File: src/rtl/exc_ctrl.sv
// Exception control unit for the LEGv8 pipeline: synchronises the external IRQ,
// sequences exception entry/return and redirects fetch with a pipeline flush.
module exc_ctrl #(
    parameter logic [63:0] EXC_VECTOR = 64'h0000_0000_0000_00D8,
    parameter int          CNT_W      = 8
) (
    input  logic             clk,
    input  logic             reset,
    input  logic             ExtIRQ_raw,
    input  logic             Exc,
    input  logic [3:0]       EStatus,
    input  logic             ERet,
    input  logic [63:0]      PC_dec,
    output logic             ExtIRQ,
    output logic             ExtIAck,
    output logic             Flush,
    output logic             PCSel_exc,
    output logic [63:0]      PC_exc,
    output logic [63:0]      ELR,
    output logic [3:0]       ESR,
    output logic             InHandler,
    output logic [CNT_W-1:0] ExcCount
);

    typedef enum logic [1:0] {
        IDLE    = 2'd0,
        TAKE    = 2'd1,
        HANDLER = 2'd2,
        RETURN  = 2'd3
    } state_t;

    localparam logic [CNT_W-1:0] CNT_MAX = {CNT_W{1'b1}};
    localparam logic [CNT_W-1:0] CNT_ONE = {{(CNT_W-1){1'b0}}, 1'b1};

    state_t           state_q, state_d;
    logic             sync1_q, sync1_d;
    logic             sync2_q, sync2_d;
    logic             irq_prev_q, irq_prev_d;
    logic             pend_q, pend_d;
    logic [63:0]      elr_q, elr_d;
    logic [3:0]       esr_q, esr_d;
    logic [CNT_W-1:0] cnt_q, cnt_d;
    logic             irq_rise;
    logic             ack;

    always_ff @(posedge clk) begin
        if (!reset) begin
            state_q    <= IDLE;
            sync1_q    <= 1'b0;
            sync2_q    <= 1'b0;
            irq_prev_q <= 1'b0;
            pend_q     <= 1'b0;
            elr_q      <= 64'd0;
            esr_q      <= 4'd0;
            cnt_q      <= '0;
        end else begin
            state_q    <= state_d;
            sync1_q    <= sync1_d;
            sync2_q    <= sync2_d;
            irq_prev_q <= irq_prev_d;
            pend_q     <= pend_d;
            elr_q      <= elr_d;
            esr_q      <= esr_d;
            cnt_q      <= cnt_d;
        end
    end

    // IRQ synchroniser and pending flag; a fresh edge beats the acknowledge.
    always_comb begin
        sync1_d    = ExtIRQ_raw;
        sync2_d    = sync1_q;
        irq_prev_d = sync2_q;
        irq_rise   = sync2_q & ~irq_prev_q;
        ack        = (state_q == TAKE) && (esr_q == 4'b0001);
        pend_d     = pend_q;
        if (irq_rise) begin
            pend_d = 1'b1;
        end else if (ack) begin
            pend_d = 1'b0;
        end
    end

    always_comb begin
        state_d = state_q;
        elr_d   = elr_q;
        esr_d   = esr_q;
        cnt_d   = cnt_q;
        unique case (state_q)
            IDLE: begin
                if (Exc) begin
                    state_d = TAKE;
                    elr_d   = PC_dec;
                    esr_d   = EStatus;
                    if (cnt_q != CNT_MAX) begin
                        cnt_d = cnt_q + CNT_ONE;
                    end
                end
            end
            TAKE:    state_d = HANDLER;
            HANDLER: begin
                if (ERet) begin
                    state_d = RETURN;
                end
            end
            RETURN:  state_d = IDLE;
            default: state_d = IDLE;
        endcase
    end

    always_comb begin
        ExtIRQ    = pend_q & (state_q == IDLE);
        ExtIAck   = ack;
        Flush     = 1'b0;
        PCSel_exc = 1'b0;
        PC_exc    = 64'd0;
        InHandler = (state_q == TAKE) || (state_q == HANDLER);
        ELR       = elr_q;
        ESR       = esr_q;
        ExcCount  = cnt_q;
        if (state_q == TAKE) begin
            Flush     = 1'b1;
            PCSel_exc = 1'b1;
            PC_exc    = EXC_VECTOR;
        end else if (state_q == RETURN) begin
            Flush     = 1'b1;
            PCSel_exc = 1'b1;
            PC_exc    = elr_q;
        end
    end

endmodule

File: config.mk
export PLATFORM = sky130hd
export DESIGN_NAME = exc_ctrl
export DESIGN_NICKNAME = d
export VERILOG_FILES = /design/src/rtl/exc_ctrl.sv
export SDC_FILE = /design/constraint.sdc
export NUM_CORES = 1
export LEC_CHECK = 0
export BUFFER_PORTS_ARGS = -buffer_cell sky130_fd_sc_hd__buf_4
export CAP_MARGIN = 20
export CORE_MARGIN = 4
export CORE_UTILIZATION = 35
export DETAILED_ROUTE_END_ITERATION = 10
export PLACE_DENSITY = 0.78
export SKIP_LAST_GASP = 1
export SLEW_MARGIN = 20
export SYNTH_ARGS = -nofsm -noshare
export SYNTH_HDL_FRONTEND = slang
export SYNTH_SLANG_ARGS = --single-unit
File: constraint.sdc
create_clock -name clk -period 3.1 [get_ports clk]
set_input_delay 0.775 -clock clk [delete_from_list [all_inputs] [get_ports clk]]
set_output_delay 0.775 -clock clk [all_outputs]
set_load 0.02 [all_outputs]
# --- Word level (Yosys, flattened, before mapping) ---
# Cells that the tools add are included.
classes:
  add_sub_neg: 1
  mul: 0
  n_div: 0
  magnitude_cmp: 0
  eq_ne: 7
  shift: 0
  muxes: 9
  bitwise_logic: 3
  n_reduce_logical: 7
ops:
  columns: ["operator", "n"]
  rows:
  - ["64-bit two-way mux", 2]
  - ["8-bit by 1-bit adder with 8-bit output (second input constant)", 1]
  - ["8-bit != test (second input constant)", 1]
  - ["2-bit one-hot mux with 4 select lines", 1]
  - ["2-bit == test (second input constant)", 2]
  - ["4-bit by 1-bit == test with 1-bit output (second input constant)", 1]
  - ["1-bit two-way mux", 4]
  - ["2-bit two-way mux", 2]
  - ["2-bit != test (second input constant)", 2]
  - ["2-bit AND reduction", 2]
  - ["3-bit AND reduction", 1]
  - ["1-bit bitwise AND", 2]
  - ["2-bit by 1-bit == test with 1-bit output (second input constant)", 1]
  - ["2-bit logical NOT", 1]
  - ["2-bit nonzero test", 1]
  - ["1-bit logical AND", 1]
  - ["1-bit logical OR", 1]
  - ["1-bit NOT", 1]
totals:
  register_bits: 82
  latchBits: 0
  ramBits: 0
  rom_bits: 0
  mem_count: 0

# --- Logic depth before layout (Yosys ltp) ---
logic_depth:
  ltp_word: 4
  ltp_mapped: 7
  ltp_nobuf: 5

# --- Worst setup path after synthesis ---
# Ideal clock, no wire load.
synth_timing:
  path_kind: "register to output"
  start: "reg state_q[1]"
  end: "out PC_exc[0]"
  arrival_time_ps: 1387
  setup_slack_ps: 938
  stages_incl_launch_ff: 6
  path_buffers: 1
  cell_sequence: "dfxtp_1 -> inv_1 -> ha_1 -> nor2b_1 -> clkbuf_1 -> and2_1"
synth_between:
  elab_chain_len: 3
  word_cells_on_any_way: 4
  classes_between: "eq/ne (2); mux (2)"
synth_lines:
  columns: ["element", "line", "text"]
  rows:
  - ["from (decl)", "35", "state_t state_q, state_d;"]
  - ["from (signal assigned)", "57", "state_q <= state_d;"]
  - ["2-bit == test", "124", "end else if (state_q == RETURN) begin"]
  - ["64-bit two-way mux", "124", null]
  - ["64-bit two-way mux *", "120", "if (state_q == TAKE) begin"]
  - ["to (decl)", "18", "output logic [63:0] PC_exc,"]
# Mark *: on every way between the ends. The rest lies on a longest branch, timed or not.

# --- Worst setup path in the final report ---
layout_timing:
  start: "reg state_q[1]"
  end: "out PC_exc[42]"
# The elaborated chain is that of the path after synthesis.

==> results.json <==
{
  "run_status": "complete, no violations",
  "hold_viol": 0,
  "grt_setup_unrepaired": "false",
  "fill_cells": 899,
  "vias": 3700,
  "drt.antenna.violating_nets": 0,
  "ys_warn_count": 0,
  "grt_pass1_vias": 3470,
  "grt_usage_pct": 17.48,
  "synthCells": 447,
  "fin_crit_sh_pct": 83.78,
  "syn_nets": 526,
  "firstDrtPassIters": 4,
  "setup_viol": 0,
  "irDropWorstVdd_v": 0.0003666,
  "critical_path_class": "reg -> out",
  "hold_path_class": "reg -> reg",
  "power_density_mw_per_mm2": 720.5,
  "cts_made_buffers": 9,
  "r2r-end": "ExcCount[2]",
  "syn_to_final_growth_pct": 56.95,
  "synth_seq_area_share_pct": 47.14,
  "wl_mm": 10.56,
  "cap_violations": 0,
  "clk_pin_slew_ns": 0.08,
  "synth_area_mm2": 0.003482,
  "fp.dieH_um": 107.7,
  "gp_congestion": 0.7550,
  "clkLatencyLatePin_ns": 0.35,
  "synth_cell_types": 33,
  "core-area_mm2": 0.009729,
  "io_pins": 218,
  "drive_above_1_share_pct": 37.65,
  "ys_ff_latch": 82,
  "tritoncts": "built",
  "cts_hold_buf": 0,
  "die_w_um": 107.7,
  "hpwl_mm": 8.076,
  "worst_setup_path_start_kind": "flop",
  "layout_commonest_cell": "buf_4",
  "io_buffers": 217,
  "cts.sinks": 82,
  "drcViolationCount": 0,
  "htree_levels": 3,
  "drt-vias-per-instance": 4.689,
  "min_path_cells": 1,
  "report.final.slew_viol_count": 0,
  "wire_per_inst_um": 13.39,
  "cts_root_buf": "clkbuf_8",
  "start_util_pct": 35.79,
  "maxSlewHeadroom_pct": 54.36,
  "required_ns": 2.32,
  "crit_path_max_fanout": 33,
  "num_rows": 36,
  "rr_worst_depth": 6,
  "fin_worst_skew_ns": 0.01131,
  "period_needed_ns": 2.597,
  "whs_ns": 0.4398,
  "grt_max_degree": 44,
  "die-area_mm2": 0.01161,
  "endpoint_kind": "output pin",
  "postSynthAreaPerCell_um2": 7.790,
  "total_leakage_power_nw": 2.599,
  "grt_pass1_wl_mm": 16.37,
  "tns_ns": 0,
  "final_nets": 730,
  "antenna_found_initial": 0,
  "worst_slew_pin_slew_ns": 0.6846,
  "hold_path_end": "irq_prev_d",
  "hp-start": "sync1_q",
  "n_antenna_cell": 0,
  "post_cts_buffers": 0,
  "arrival_ns": 1.82,
  "slowest_delay_ns": 0.37,
  "layout_common_cells": "224 x buf_4, 139 x nand2_1, 82 x dfxtp_1",
  "reg2reg_setup_slack_ns": 1.06,
  "totalPowerFinal_mw": 3.938,
  "cpMostUsedCell": "buf_4",
  "reg2reg_from": "state_q[0]",
  "cts_resized": 0,
  "grt_overflow_total": 0,
  "crit_path_cell_trace": "inv_1 > ha_1 > nor2b_4 > buf_4 > and2_1 > buf_4",
  "drt-initial-drc-count": 129,
  "critPathSlowestCell": "dfxtp_1",
  "clk_path_buf_depth": 2,
  "max_freq_mhz": 385.0
}
-- stage by stage --
step           cell area, µm²  setup WS, ns  std cells  util (%)
6_report                 5465        0.5027        789     56.17
5_1_grt                  5465        0.3196        789     56.17
4_1_cts                  5465        0.4647        789     56.17
3_5_place_dp             5221        0.8546        773     53.67
3_3_place_gp             5221        0.9474        773     53.67
2_1_floorplan            3482        0.9385        447         -
-- cell families after synthesis --
group,Yosys count,share of synthesized area [%]
compound gates,89,13.80
fa+ha+maj,6,2.156
buf+inv,37,4.564
flops,82,47.14
mux,3,0.8983
simple gates,230,31.44
-- layout make-up --
cell class	count	area, µm²	share of cell area (%)
clock buffer	12	145.1	2.656
timing repair buffer	225	1702	31.14
inverter	5	18.77	0.3434
tap	133	166.4	3.045
sequential	82	1642	30.04
clock inverter	4	98.84	1.809
multi-input combinational	328	1693	30.98
-- critical path: cells and delay by family (launching register included) --
family	cells	cell delay [ns]
buf+inv	3	0.49
flops	1	0.37
simple gates	2	0.32
fa+ha+maj	1	0.29
-- how the worst max path moves through the flow --
stage	endpoint	depth (start not counted)	startpoint	slack, ns
after floorplan	PC_exc[0]	5	state_q[1]	0.94
after global placement	PC_exc[25]	6	state_q[1]	0.95
after detailed placement	PC_exc[42]	6	state_q[1]	0.85
after CTS	PC_exc[42]	6	state_q[1]	0.46
after global routing	PC_exc[42]	6	state_q[1]	0.32
final	PC_exc[42]	6	state_q[1]	0.50
-- where the power goes --
group | internal [mW] | total (mW) | switching, mW | leakage [nW]
Clock | 0.560 | 0.935 | 0.375 | 0.121
Combinational | 0.639 | 1.60 | 0.963 | 1.81
Sequential | 1.25 | 1.40 | 0.152 | 0.672
-- registers in the layout (all words and copies together), names as in the netlist --
name and cells:
ELR 64, ESR 4, ExcCount 8, irq_prev_d 1, irq_prev_q 1, pend_q 1
state_q 2, sync1_q 1
-- synth_stat cells (all sizes together) --
library cell    n  area, µm²
a21oi          75      375.4
a21o            4      30.03
nor3            4      20.02
or2             1      6.260
a211oi          2      15.01
or3b            1      8.760
nor4            2      12.51
mux2            1      11.26
inv             5      18.77
and2           66      412.9
nor2b           3      18.77
nand2         140      525.5
o31ai           1      7.510
buf            16      80.08
and3            1      7.510
a41oi           2      17.52
and4            1      8.760
or4             1      7.510
o211a           1      10.01
nand4           2      18.77
o21ai           3      15.01
o311a           1      10.01
nand4bb         1      11.26
nand3           4      20.02
clkbuf         16      60.06
ha              6      75.07
nand2b          2      12.51
nor2            1      3.750
dfxtp          82       1642
mux2i           2      20.02
-- metal layers --
metal | global-route usage, % | vias to the layer above | wire length, µm
li1 | - | 1851 | -
met1 | 19.18 | 1672 | 3898
met2 | 31.97 | 161 | 5458
met3 | 4.919 | 16 | 1032
met4 | 6.132 | 0 | 171
met5 | 0 | - | 0
Power figures use the tool's default switching activity.
